$ cat src/rtl/seq_rec_pkg.sv
// Shared types and constants for the serial sequence recognizer sequencer.
package seq_rec_pkg;

    typedef enum logic [2:0] {
        IDLE,
        CLR,
        SHIFT,
        DRAIN,
        DONE
    } state_t;

    localparam int Z_MEALY    = 0;
    localparam int Z_MOORE    = 1;
    localparam int WORD_W_DEF = 8;

endpackage

$ cat src/rtl/seq_recognizer_sequencer_word_serializer.sv
// Holds the latched word and bit order, presents one bit per advance and
// flags the last bit of the word.
module word_serializer
    import seq_rec_pkg::*;
#(
    parameter int WORD_W = WORD_W_DEF,
    localparam int IDX_W = $clog2(WORD_W)
) (
    input  logic              clock,
    input  logic              reset,
    input  logic              load,
    input  logic              advance,
    input  logic [WORD_W-1:0] word,
    input  logic              msb_first,
    output logic              bit_out,
    output logic [IDX_W-1:0]  idx,
    output logic              last
);

    logic [WORD_W-1:0] word_q;
    logic              msb_q;
    logic [IDX_W-1:0]  bit_sel;

    always_ff @(posedge clock) begin
        if (reset) begin
            word_q <= '0;
            msb_q  <= 1'b0;
            idx    <= '0;
        end else if (load) begin
            word_q <= word;
            msb_q  <= msb_first;
            idx    <= '0;
        end else if (advance && !last) begin
            idx <= idx + IDX_W'(1);
        end
    end

    assign last    = (idx == IDX_W'(WORD_W - 1));
    assign bit_sel = msb_q ? (IDX_W'(WORD_W - 1) - idx) : idx;
    assign bit_out = word_q[bit_sel];

endmodule

$ cat src/rtl/seq_recognizer_sequencer.sv
// Word-level sequencer for a single-bit serial recognizer: optional history
// clear, bit-serial shift, per-bit hit capture and a done pulse.
//
//   state | meaning
//   IDLE  | waiting for start; recognizer sees x=0
//   CLR   | recognizer reset held low for one cycle
//   SHIFT | one word bit per cycle on rec_x, z_in credited to a bit index
//   DRAIN | Moore only: collect z for the last bit
//   DONE  | done pulse, results valid
module seq_recognizer_sequencer
    import seq_rec_pkg::*;
#(
    parameter int WORD_W = WORD_W_DEF,
    parameter int Z_LAT  = Z_MEALY,
    parameter int CNT_W  = $clog2(WORD_W + 1)
) (
    input  logic              clock,
    input  logic              reset,
    input  logic              start,
    input  logic [WORD_W-1:0] word,
    input  logic              msb_first,
    input  logic              clear_hist,
    output logic              busy,
    output logic              done,
    output logic [WORD_W-1:0] hit_mask,
    output logic [CNT_W-1:0]  hit_count,
    output logic              rec_x,
    output logic              rec_reset_n,
    input  logic              z_in
);

    localparam int IDX_W = $clog2(WORD_W);

    state_t           state;
    logic             load;
    logic             cur_bit;
    logic             last;
    logic [IDX_W-1:0] idx;

    assign load = (state == IDLE) && start;

    word_serializer #(.WORD_W(WORD_W)) u_ser (
        .clock     (clock),
        .reset     (reset),
        .load      (load),
        .advance   (state == SHIFT),
        .word      (word),
        .msb_first (msb_first),
        .bit_out   (cur_bit),
        .idx       (idx),
        .last      (last)
    );

    always_ff @(posedge clock) begin
        if (reset) begin
            state     <= IDLE;
            hit_mask  <= '0;
            hit_count <= '0;
        end else begin
            case (state)
                IDLE: begin
                    if (start) begin
                        hit_mask  <= '0;
                        hit_count <= '0;
                        state     <= clear_hist ? CLR : SHIFT;
                    end
                end
                CLR: state <= SHIFT;
                SHIFT: begin
                    // Moore z lags x by one cycle, so it belongs to the previous bit
                    if (Z_LAT == Z_MEALY) begin
                        if (z_in) begin
                            hit_mask[idx] <= 1'b1;
                            hit_count     <= hit_count + CNT_W'(1);
                        end
                    end else if (z_in && (idx != '0)) begin
                        hit_mask[idx - IDX_W'(1)] <= 1'b1;
                        hit_count                 <= hit_count + CNT_W'(1);
                    end
                    if (last)
                        state <= (Z_LAT == Z_MOORE) ? DRAIN : DONE;
                end
                DRAIN: begin
                    if (z_in) begin
                        hit_mask[WORD_W-1] <= 1'b1;
                        hit_count          <= hit_count + CNT_W'(1);
                    end
                    state <= DONE;
                end
                DONE:    state <= IDLE;
                default: state <= IDLE;
            endcase
        end
    end

    assign busy        = (state != IDLE);
    assign done        = (state == DONE);
    assign rec_x       = (state == SHIFT) && cur_bit;
    // Combinational so the recognizer is held in reset during the controller's reset cycle
    assign rec_reset_n = !reset && (state != CLR);

endmodule

$ cat config.mk
export PLATFORM = sky130hd
export DESIGN_NAME = seq_recognizer_sequencer
export DESIGN_NICKNAME = d
export VERILOG_FILES = /design/src/rtl/seq_rec_pkg.sv /design/src/rtl/seq_recognizer_sequencer_word_serializer.sv /design/src/rtl/seq_recognizer_sequencer.sv
export SDC_FILE = /design/constraint.sdc
export NUM_CORES = 1
export LEC_CHECK = 0
export ABC_AREA = 1
export CELL_PAD_IN_SITES_DETAIL_PLACEMENT = 0
export CELL_PAD_IN_SITES_GLOBAL_PLACEMENT = 1
export CORE_MARGIN = 5
export CORE_UTILIZATION = 37
export CTS_BUF_LIST = sky130_fd_sc_hd__clkbuf_2
export CTS_CLUSTER_DIAMETER = 60
export DETAILED_ROUTE_END_ITERATION = 8
export PLACE_DENSITY_LB_ADDON = 0.1
export SLEW_MARGIN = 5
export SYNTH_ARGS = -nofsm -noshare
export SYNTH_HDL_FRONTEND = slang
export SYNTH_SLANG_ARGS = --single-unit
$ cat constraint.sdc
create_clock -name clock -period 1.6 [get_ports clock]
set_clock_uncertainty 0.05 [all_clocks]
set_input_delay 0.32 -clock clock [delete_from_list [all_inputs] [get_ports clock]]
set_output_delay 0.32 -clock clock [all_outputs]
set_load 0.02 [all_outputs]
==> results_dict.tcl, run 1 <==
set metrics [dict create \
    status "complete, but fails checks" \
    failing_checks "negative setup slack" \
    cts.htree.levels 1 \
    finish.instance_area_sq_um 1970 \
    synthesis.nets 191 \
    worst_slew_pin_slew_ns 0.315 \
    report.power.total_mw 1.54 \
    numCtsBuffers 3 \
    die_width_um 70.0 \
    grt_pass1_vias 1281 \
    crit_chain "xnor2_1 > inv_1 > nand2_1 > nor2_1 > nor2_1 > buf_4" \
    timing.critical_path.mode_cell "sky130_fd_sc_hd__nor2_1" \
    finalCritPeriodShare_pct 119 \
    power_density_nw_per_um2 781 \
    clock_tree.buffer_depth 2 \
    fp.dieArea_sq_um 4910 \
    grt_setup_unrepaired "true" \
    timing.max_cap.violations 0 \
    layout.nets 246 \
    cts_root_buf "sky130_fd_sc_hd__clkbuf_2" \
    worst_setup_hold_path_clk_slew_ns 0.24 \
    floorplan.die.height_um 70.0 \
    critPathKind "register to primary output" \
    dr_total_vias 1271 \
    post_synth_inst_count 174 \
    clkSinkCount 27 \
    total_routing_usage_gr_pct 13.9 \
    synthFlopType "sky130_fd_sc_hd__dfxtp_1" \
    placement_rows 21 \
    hpwlAfterDp_um 2390 \
    cellLeakagePower_nw 0.901 \
    finalHoldViolCount 0 \
    wire_per_inst_um 12.3 \
    worst_path_dominant_cell_family "flip-flops" \
    initial_core_utilization_pct 39.0 \
    synth-edff-count 0 \
    gr-total-overflow 0 \
    core_footprint_sq_um 3420 \
    layout-drive-gt1-share_pct 36.4 \
    sequential_group_share_of_total_power_pct 49.0 \
    hp-class "register to register" \
    final_setup_violation_count 2 \
    internal_power_mw 1.03 \
    worstSetupStartpointType "register" \
    drt-initial-drc-count 34 \
    grt_antenna_before_repair 0 \
    cp_data_required_time_ns 1.23 \
    p_sw_mw 0.509 \
    cts.hold.buffers_added 0 \
    grt_max_degree 15 \
    avgViaCountPerCell 4.64 \
    worstPathBufferInverterCount 2 \
    worst_setup_margin_ns -0.311 \
    part_of_the_total_power_dissipated_in_combinational_logic_pct 33.8 \
    most-common-layout-cells "sky130_fd_sc_hd__buf_4, sky130_fd_sc_hd__nor2_1, sky130_fd_sc_hd__dfxtp_1" \
    grt_first_pass_wirelength_um 5630 \
    ys_async_sr_fraction_pct 0 \
    placedInstanceArea_sq_um 1820 \
    timing_max_transition_violations_final 0 \
    antenna_cells_inserted 0 \
    min_period_ns 1.91 \
    cp_max_fo 6 \
    finalHoldWorstSlack_ns 0.423 \
    multi_input_area_sq_um 736 \
    antenna_left 0 \
    syn-cell-area_sq_um 1330 \
    critical_path_end_type "primary output" \
    postSynthRegisterBits 27 \
    syn2layout_area_growth_pct 47.8 \
    crit_path_top_delay_cell "sky130_fd_sc_hd__dfxtp_4" \
    detail_route.first_pass.iterations 4 \
    synth_warnings 0 \
    clk_latency_ns 0.35 \
    globalplace.congestion 0.858 \
    syn_avg_cell_area_sq_um 7.67 \
    drt_drc_violations_left 0 \
    synthDistinctLibCells 26 \
    num-fill-cells 332 \
    numPortBuffers 29 \
    crit_arrival_ns 1.54 \
    relSlewSlack_pct 78.9 \
    ios 30 \
    max_stage_delay_ns 0.45 \
    share_clk_of_total_power_pct 17.2 \
    most_frequent_standard_cell_in_the_layout_excluding_fill_and_tap_cells "sky130_fd_sc_hd__buf_4" \
    clock.fmax_mhz 523 \
    register_area_sq_um 554 \
    synth-seq-area-share_pct 40.5 \
    sw_frac_of_total_pct 33.1 \
    finalWirelength_um 3360 \
    tritoncts "yes" \
    layout.core_utilization_pct 57.7 \
    ir_worst_vdd_mv 0.575 \
]
-- registers in the layout, summed over array words and instances (netlist names) --
| signal | cells |
|---|---|
| state | 3 |
| hit_mask | 8 |
| u_ser.idx | 3 |
| u_ser.msb_q | 1 |
| hit_count | 4 |
| u_ser.word_q | 8 |
-- per-stage QoR --
step / std cells / TNS (ns) / setup WS, ns
floorplan: 174 / 0 / 0.0533
global placement: 267 / -0.909 / -0.394
detailed placement: 267 / -1.34 / -0.451
CTS: 272 / -0.322 / -0.271
global route: 274 / -0.708 / -0.480
finish: 274 / -0.375 / -0.311
-- Yosys cell counts, types with 2 or more instances --
cell type | n | area [sq um]
sky130_fd_sc_hd__nor3_1 | 2 | 10.0
sky130_fd_sc_hd__xnor2_1 | 2 | 17.5
sky130_fd_sc_hd__buf_6 | 3 | 33.8
sky130_fd_sc_hd__a21oi_2 | 9 | 78.8
sky130_fd_sc_hd__nand2_1 | 21 | 78.8
sky130_fd_sc_hd__inv_1 | 20 | 75.1
sky130_fd_sc_hd__o21ai_0 | 13 | 65.1
sky130_fd_sc_hd__dfxtp_1 | 27 | 541
sky130_fd_sc_hd__nand3_1 | 11 | 55.1
sky130_fd_sc_hd__nor2_1 | 23 | 86.3
sky130_fd_sc_hd__nand2_2 | 4 | 25.0
sky130_fd_sc_hd__ha_1 | 3 | 37.5
sky130_fd_sc_hd__a211oi_1 | 2 | 15.0
sky130_fd_sc_hd__buf_4 | 2 | 15.0
sky130_fd_sc_hd__a21oi_1 | 15 | 75.1
sky130_fd_sc_hd__inv_2 | 7 | 26.3
-- tightest hold or removal path, stage by stage, from the launching register on --
cell and delay, ns:
sky130_fd_sc_hd__dfxtp_1 0.37, sky130_fd_sc_hd__inv_1 0.05, sky130_fd_sc_hd__a21oi_1 0.05
-- power groups by stage --
stage | registers [mW] | clock network, mW | logic (mW)
after floorplan | 0.759 | 0 | 0.273
after global placement | 0.755 | 0 | 0.452
after detailed placement | 0.757 | 0 | 0.461
after CTS | 0.748 | 0.278 | 0.476
after global routing | 0.761 | 0.304 | 0.574
final | 0.755 | 0.265 | 0.520
-- routing by layer --
| metal | vias up | wire (um) | track usage [%] |
|---|---|---|---|
| met5 | - | 0 | 0 |
| met4 | 0 | 34 | 2.98 |
| met3 | 4 | 130 | 3.87 |
| met2 | 27 | 1720 | 25.0 |
| met1 | 570 | 1480 | 16.2 |
| li1 | 670 | - | - |
-- cell type report --
type	count	area share, %
multi-input combinational	114	37.3
sequential	27	28.1
timing repair buffer	56	25.1
inverter	27	5.52
tap	46	2.92
clock buffer	4	1.02
-- repair_timing --
action	4_1_cts	5_1_grt
setup buffers	1	2
endpoints found under the hold margin	0	0
endpoints found under the setup margin	16	7
resized for setup	50	20
pin swaps	1	6
cloned	0	0
-- final timing paths --
kind,startpoint,cells past startpoint,end,slack [ns]
worst max register to register,u_ser.idx[0],6,u_ser.idx[1],0.07
worst min register to register,hit_mask[7],2,hit_mask[7],0.42
worst min-delay path,hit_mask[7],2,hit_mask[7],0.42
worst max-delay path,u_ser.msb_q,6,rec_x,-0.31
-- kinds of logic after synthesis --
family / synth area share [%]
adders and majority gates: 2.81
and+or+nand+nor: 22.0
buffers and inverters: 11.5
AOI/OAI and AO/OA: 21.2
DFF: 40.5
xor gates and xnor gates: 1.97
(Power assumes the default switching activity.)
==> inputs of run 2 (changes only) <==
--- a/config.mk
+++ b/config.mk
@@ -13,8 +13,9 @@
 export CTS_BUF_LIST = sky130_fd_sc_hd__clkbuf_2
 export CTS_CLUSTER_DIAMETER = 60
 export DETAILED_ROUTE_END_ITERATION = 8
+export GPL_TIMING_DRIVEN = 1
 export PLACE_DENSITY_LB_ADDON = 0.1
-export SLEW_MARGIN = 5
+export SLEW_MARGIN = 20
 export SYNTH_ARGS = -nofsm -noshare
 export SYNTH_HDL_FRONTEND = slang
 export SYNTH_SLANG_ARGS = --single-unit
==> results of run 2 <==
No change in the layout: final DEF, timing and power equal those of run 1.
==> inputs of run 3 (changes only) <==
--- a/config.mk
+++ b/config.mk
@@ -11,7 +11,7 @@
 export CORE_MARGIN = 5
 export CORE_UTILIZATION = 37
 export CTS_BUF_LIST = sky130_fd_sc_hd__clkbuf_2
-export CTS_CLUSTER_DIAMETER = 60
+export CTS_CLUSTER_DIAMETER = 40
 export DETAILED_ROUTE_END_ITERATION = 8
 export GPL_TIMING_DRIVEN = 1
 export PLACE_DENSITY_LB_ADDON = 0.1
==> results of run 3 <==
No change in the layout: final DEF, timing and power equal those of run 1.
